<file path="src/rtl/systolic_mxu_param.sv">
// rtl/systolic_mxu_param.sv - parametrised weight-stationary NxN systolic matrix-vector unit
module systolic_mxu_param #(
    parameter int N      = 4,
    parameter int DATA_W = 8,
    parameter int ACC_W  = 24,
    parameter int SIGNED = 0
) (
    input  logic                  clk,
    input  logic                  rst,
    input  logic                  w_valid,
    output logic                  w_ready,
    input  logic [N*DATA_W-1:0]   w_row,
    input  logic                  a_valid,
    output logic                  a_ready,
    input  logic [N*DATA_W-1:0]   a_vec,
    output logic                  r_valid,
    input  logic                  r_ready,
    output logic [N*ACC_W-1:0]    r_vec,
    output logic                  weights_loaded,
    output logic                  busy
);

    localparam int CW = $clog2(N);
    localparam int VD = 2 * N;

    typedef enum logic [1:0] {
        S_IDLE = 2'd0,
        S_LOAD = 2'd1,
        S_RUN  = 2'd2
    } state_t;

    state_t            state, state_nxt;
    logic [CW-1:0]     cnt, cnt_nxt;
    logic              w_wr;
    logic [CW-1:0]     w_idx;
    logic              adv;
    logic              a_acc;
    logic [VD-1:0]     v_pipe;

    logic [DATA_W-1:0] w_mem    [N][N];
    logic [DATA_W-1:0] skew_out [N];
    logic [DATA_W-1:0] act_o    [N][N];
    logic [ACC_W-1:0]  psum_o   [N][N];
    logic [ACC_W-1:0]  dsk_out  [N];
    logic [N*ACC_W-1:0] res_pack;

    // Global stall: everything downstream of the input holds while the result is unconsumed.
    assign adv            = !r_valid || r_ready;
    assign busy           = (|v_pipe) || r_valid;
    assign a_acc          = a_valid && a_ready;
    assign weights_loaded = (state == S_RUN);

    // State and load-beat counter register.
    always_ff @(posedge clk) begin
        if (rst) begin
            state <= S_IDLE;
            cnt   <= '0;
        end else begin
            state <= state_nxt;
            cnt   <= cnt_nxt;
        end
    end

    // Next-state, handshake readiness and weight-row write select; loads go bottom row first.
    always_comb begin
        state_nxt = state;
        cnt_nxt   = cnt;
        w_ready   = 1'b0;
        a_ready   = 1'b0;
        w_wr      = 1'b0;
        w_idx     = CW'(N - 1);
        case (state)
            S_IDLE: begin
                w_ready = 1'b1;
                if (w_valid) begin
                    w_wr      = 1'b1;
                    cnt_nxt   = CW'(1);
                    state_nxt = S_LOAD;
                end
            end
            S_LOAD: begin
                w_ready = 1'b1;
                w_idx   = CW'(N - 1) - cnt;
                if (w_valid) begin
                    w_wr = 1'b1;
                    if (cnt == CW'(N - 1)) begin
                        cnt_nxt   = '0;
                        state_nxt = S_RUN;
                    end else begin
                        cnt_nxt = cnt + CW'(1);
                    end
                end
            end
            S_RUN: begin
                // A reload may only start with nothing in flight, and it beats a pending vector.
                w_ready = !busy;
                a_ready = adv && !(w_valid && !busy);
                if (w_valid && !busy) begin
                    w_wr      = 1'b1;
                    cnt_nxt   = CW'(1);
                    state_nxt = S_LOAD;
                end
            end
            default: begin
                state_nxt = S_IDLE;
                cnt_nxt   = '0;
            end
        endcase
    end

    // Stationary weight storage, one row written per accepted beat.
    always_ff @(posedge clk) begin
        if (rst) begin
            for (int i = 0; i < N; i++)
                for (int j = 0; j < N; j++)
                    w_mem[i][j] <= '0;
        end else if (w_wr) begin
            for (int j = 0; j < N; j++)
                w_mem[w_idx][j] <= w_row[j*DATA_W +: DATA_W];
        end
    end

    // Vector-valid tracker; its tail lines up with the deskewed column outputs.
    always_ff @(posedge clk) begin
        if (rst) begin
            v_pipe <= '0;
        end else if (adv) begin
            v_pipe <= {v_pipe[VD-2:0], a_acc};
        end
    end

    for (genvar gi = 0; gi < N; gi++) begin : g_skew
        logic [DATA_W-1:0] sr [0:gi];

        // Input register plus gi delay stages so lane gi meets its partial sum in row gi.
        always_ff @(posedge clk) begin
            if (rst) begin
                for (int k = 0; k <= gi; k++) sr[k] <= '0;
            end else if (adv) begin
                sr[0] <= a_acc ? a_vec[gi*DATA_W +: DATA_W] : '0;
                for (int k = 1; k <= gi; k++) sr[k] <= sr[k-1];
            end
        end

        assign skew_out[gi] = sr[gi];
    end

    for (genvar gi = 0; gi < N; gi++) begin : g_row
        for (genvar gj = 0; gj < N; gj++) begin : g_pe
            logic [DATA_W-1:0]   a_in;
            logic [ACC_W-1:0]    p_in;
            logic [2*DATA_W-1:0] pm;
            logic [ACC_W-1:0]    prod;
            logic [DATA_W-1:0]   a_q;
            logic [ACC_W-1:0]    p_q;

            if (gj == 0) begin : g_ain_edge
                assign a_in = skew_out[gi];
            end else begin : g_ain_mid
                assign a_in = act_o[gi][gj-1];
            end

            if (gi == 0) begin : g_pin_top
                assign p_in = '0;
            end else begin : g_pin_mid
                assign p_in = psum_o[gi-1][gj];
            end

            if (SIGNED != 0) begin : g_smul
                assign pm   = $signed({{DATA_W{a_in[DATA_W-1]}}, a_in})
                            * $signed({{DATA_W{w_mem[gi][gj][DATA_W-1]}}, w_mem[gi][gj]});
                assign prod = ACC_W'($signed(pm));
            end else begin : g_umul
                assign pm   = {{DATA_W{1'b0}}, a_in} * {{DATA_W{1'b0}}, w_mem[gi][gj]};
                assign prod = ACC_W'(pm);
            end

            // Activation moves right, partial sum moves down; the sum wraps at ACC_W.
            always_ff @(posedge clk) begin
                if (rst) begin
                    a_q <= '0;
                    p_q <= '0;
                end else if (adv) begin
                    a_q <= a_in;
                    p_q <= p_in + prod;
                end
            end

            assign act_o[gi][gj]  = a_q;
            assign psum_o[gi][gj] = p_q;
        end
    end

    for (genvar gj = 0; gj < N; gj++) begin : g_dsk
        localparam int D = N - 1 - gj;

        if (D == 0) begin : g_pass
            assign dsk_out[gj] = psum_o[N-1][gj];
        end else begin : g_delay
            logic [ACC_W-1:0] dq [0:D-1];

            // Later columns finish later, so earlier columns wait D cycles to realign.
            always_ff @(posedge clk) begin
                if (rst) begin
                    for (int k = 0; k < D; k++) dq[k] <= '0;
                end else if (adv) begin
                    dq[0] <= psum_o[N-1][gj];
                    for (int k = 1; k < D; k++) dq[k] <= dq[k-1];
                end
            end

            assign dsk_out[gj] = dq[D-1];
        end
    end

    // Pack the realigned column sums into the result lanes.
    always_comb begin
        res_pack = '0;
        for (int j = 0; j < N; j++)
            res_pack[j*ACC_W +: ACC_W] = dsk_out[j];
    end

    // Output register: loads only on a valid result, holds under backpressure.
    always_ff @(posedge clk) begin
        if (rst) begin
            r_valid <= 1'b0;
            r_vec   <= '0;
        end else if (adv) begin
            r_valid <= v_pipe[VD-1];
            if (v_pipe[VD-1]) r_vec <= res_pack;
        end
    end

endmodule
</file>
<file path="config.mk">
export PLATFORM = sky130hd
export DESIGN_NAME = systolic_mxu_param
export DESIGN_NICKNAME = d
export VERILOG_FILES = /design/src/rtl/systolic_mxu_param.sv
export SDC_FILE = /design/constraint.sdc
export NUM_CORES = 2
export LEC_CHECK = 0
export ABC_AREA = 1
export CAP_MARGIN = 25
export CORE_MARGIN = 8
export CORE_UTILIZATION = 52
export DETAILED_ROUTE_END_ITERATION = 10
export PLACE_DENSITY = 0.77
export SLEW_MARGIN = 30
export SYNTH_ARGS = -nofsm -noshare
export SYNTH_HDL_FRONTEND = slang
export SYNTH_SLANG_ARGS = --single-unit
export TNS_END_PERCENT = 10
</file>
<file path="constraint.sdc">
create_clock -name clk -period 17.1 [get_ports clk]
set_input_delay 5.13 -clock clk [delete_from_list [all_inputs] [get_ports clk]]
set_output_delay 5.13 -clock clk [all_outputs]
set_load 0.03 [all_outputs]
</file>
==> run summary <==
count of clock tree sinks - 805
count of non-filler cells in the finished layout - 11290
clock tree skew after final layout - 50.50 ps
TritonCTS clock tree - yes
final number of max-transition violations - 0
Die Width - 387.6 um
routed length on met1 - 71230 um
status - complete, no violations
critical path launch point type - primary input
post-synthesis cell count - 9558
cell area after synthesis - 71820 um2
clock insertion delay at the later pin of the skew report - 730 ps
Std-Cell Core Area - 137300 um2
total design power - 4.157 mW
buffer type at the clock tree root - sky130_fd_sc_hd__clkbuf_16
initial core utilization - 52.30%
count of inserted antenna diode cells - 0
Final Hold Vio Count - 0
library cell with the largest summed area after synthesis - sky130_fd_sc_hd__fa_1
maximum vdd drop - 0.06269 mV
met2 WL - 78240 um
floorplan die area - 150300 um2
switching power summed over all nets - 1.012 mW
Power Density - 53.91 nW/um2
number of remaining DRC errors - 0
ratio of routed vias to standard cells - 4.937
highest clock frequency the design can meet - 85.06 MHz
clk buf depth - 3
worst reg2reg startpoint - w_mem[2][18]
final critical path time including I/O delays and setup - 11760 ps
detailed-router iteration count before antenna repair - 6
slowest cell delay on critical path - 690 ps
overall die height - 387.6 um
clock edge transition at the registers on the reported setup and hold paths - 60 ps
warnings from Yosys - 0
clock share of power - 47.0%
share of post-route cells with drive strength above 1 - 2.043%
placement row count - 136
class of the tightest hold or removal check - flop to flop
Setup Crit Path Kind - primary input to output pin
register area share after synthesis - 27.01%
DP Cell Count - 11120
sum of negative setup slack - 0 ps
cts bufs inserted - 89
vias in the first global route - 56720
number of antenna violations at the first check in global routing - 1
sequential fraction of design power - 49.7%
number of I/O pins - 170
arrival time at the worst endpoint - 6630 ps
internal power contribution - 3.144 mW
half-perimeter wire length after placement - 129300 um
Post-synth EDFFs - 328
Post-synth top flop - sky130_fd_sc_hd__dfxtp_1
largest net degree at the start of global routing - 187
unrepaired setup endpoints after global routing - false
All-Layer GR Usage - 21.97%
critical path, cell by cell - clkdlybuf4s50_1, nand3_1, nand2_1, nor2_2, clkdlybuf4s50_1
Final Core Density - 56.15%
share of flip-flops with an asynchronous set or reset after synthesis - 0%
# Max-Cap Violations - 0
number of buffers inserted to repair setup after CTS - 0
# H-tree levels - 3
total number of vias - 55730
detailed router's first-iteration violation count - 3724
area growth from synthesis to layout - 7.352%
first-pass GRT wire length - 277900 um
net count reported at finish - 10850
routability congestion estimate - 0.9035
startpoint of the tightest hold check path - g_row[0].g_pe[1].p_q[14]
Crit. End Element - output pin
Leakage Power - 44.50 nW
wire length reported by the detailed router - 164100 um
Slew headroom - 33.47%
period utilisation layout - 68.75%
Overflow after GRT - 0
top sig layer - met4
most common cell type on the critical path - sky130_fd_sc_hd__clkdlybuf4s50_1
commonest cells after routing, fill and taps aside - sky130_fd_sc_hd__inv_1, sky130_fd_sc_hd__nand2_1, sky130_fd_sc_hd__fa_1
crit path max fanout - 5
post-cts resize count - 0
cell types with the largest area share after synthesis - sky130_fd_sc_hd__fa_1, sky130_fd_sc_hd__inv_1, sky130_fd_sc_hd__edfxtp_1
count of final setup violators - 0
Critical path origin - w_valid
post-DR wirelength/cell - 14.54 um
number of buffers inserted for hold repair after clock tree synthesis - 0
post-synth top area share - 20.85%
combinational group share of total power - 3.3%
switching fraction of total power - 24.36%
total met3 wirelength after detailed routing - 9909 um
number of port buffers - 153
CP max-delay cell - sky130_fd_sc_hd__clkdlybuf4s50_1
average size of a mapped cell - 7.514 um2
number of unique standard cell types used by synthesis - 40
ANT nets after route - 0
most frequent standard cell in the layout excluding fill and tap cells - sky130_fd_sc_hd__inv_1
Worst-Margin Slew - 998.0 ps
data required time at the worst endpoint - 11970 ps
post-synthesis register bit count - 805
state kept, by name (all words and copies together), names as in the netlist:
signal,count
cnt,2
g_dsk.g_delay.dq,120
g_row.g_pe.a_q,96
g_row.g_pe.p_q,288
g_skew.sr,80
r_valid,1
r_vec,80
state,2
v_pipe,8
w_mem,128
final timing paths:
check / cells past startpoint / endpoint / slack, ps
min reg2reg: 2 / g_row[0].g_pe[1].p_q[14] / 450
min: 2 / g_row[0].g_pe[1].p_q[14] / 450
max: 5 / a_ready / 5340
max reg2reg: 20 / g_row[2].g_pe[1].p_q[12] / 12810
final cells by class:
class                           instances  area [um2]
Tap cell                             1794        2245
Inverter                             2748       10330
Sequential cell                       805       19400
Fill cell                           12410       60220
Multi-Input combinational cell       5603       40390
Clock inverter                         48       467.9
Timing Repair Buffer                  172        1739
Clock buffer                          119        2527
power by group through the flow:
stage | logic [mW] | clock network (mW) | registers, mW
2_1_floorplan | 0.117 | 0 | 2.06
3_3_place_gp | 0.136 | 0 | 2.10
3_5_place_dp | 0.138 | 0 | 2.10
4_1_cts | 0.139 | 1.99 | 2.06
5_1_grt | 0.152 | 2.06 | 2.07
6_report | 0.139 | 1.95 | 2.06
through the flow:
stage          area (um2)  hold slack [ps]  setup slack [ps]
3_3_place_gp        74050            437.1              5329
6_report            77100            452.4              5344
3_5_place_dp        74050            441.2              5360
4_1_cts             77050            453.0              5347
2_1_floorplan       71880            424.5              5366
5_1_grt             77100            468.7              5275
routing by layer:
metal,vias to the layer above,track usage [%]
li1,27490,-
met1,26440,28.29
met2,1513,38.16
met3,293,3.509
met4,0,6.434
met5,-,0
cells in the mapped netlist, drive strengths merged (9+ instances only):
library cell / number
or2: 9
nor3: 27
clkbuf: 302
inv: 2748
ha: 613
a21boi: 12
nand2: 2507
edfxtp: 328
xor2: 15
o21ai: 326
nand3b: 25
nand4: 31
dfxtp: 477
fa: 748
buf: 115
a21oi: 141
nor2: 716
o22ai: 90
nand3: 283
o21bai: 16
cell families after synthesis:
| group | after synthesis | synth area share (%) |
|---|---|---|
| and+or+nand+nor | 3606 | 19.82 |
| buffers and inverters | 3165 | 16.86 |
| adders and majority gates | 1361 | 31.53 |
| DFF | 805 | 27.01 |
| AOI/OAI and AO/OA | 600 | 4.531 |
| xor gates and xnor gates | 20 | 0.2439 |
| other | 1 | 0.005221 |
critical path, delay by kind of cell:
kind                   cells  cell delay (ps)
and+or+nand+nor            3              380
buffers and inverters      2             1120
Note: power is estimated with default switching activity, not from simulation.
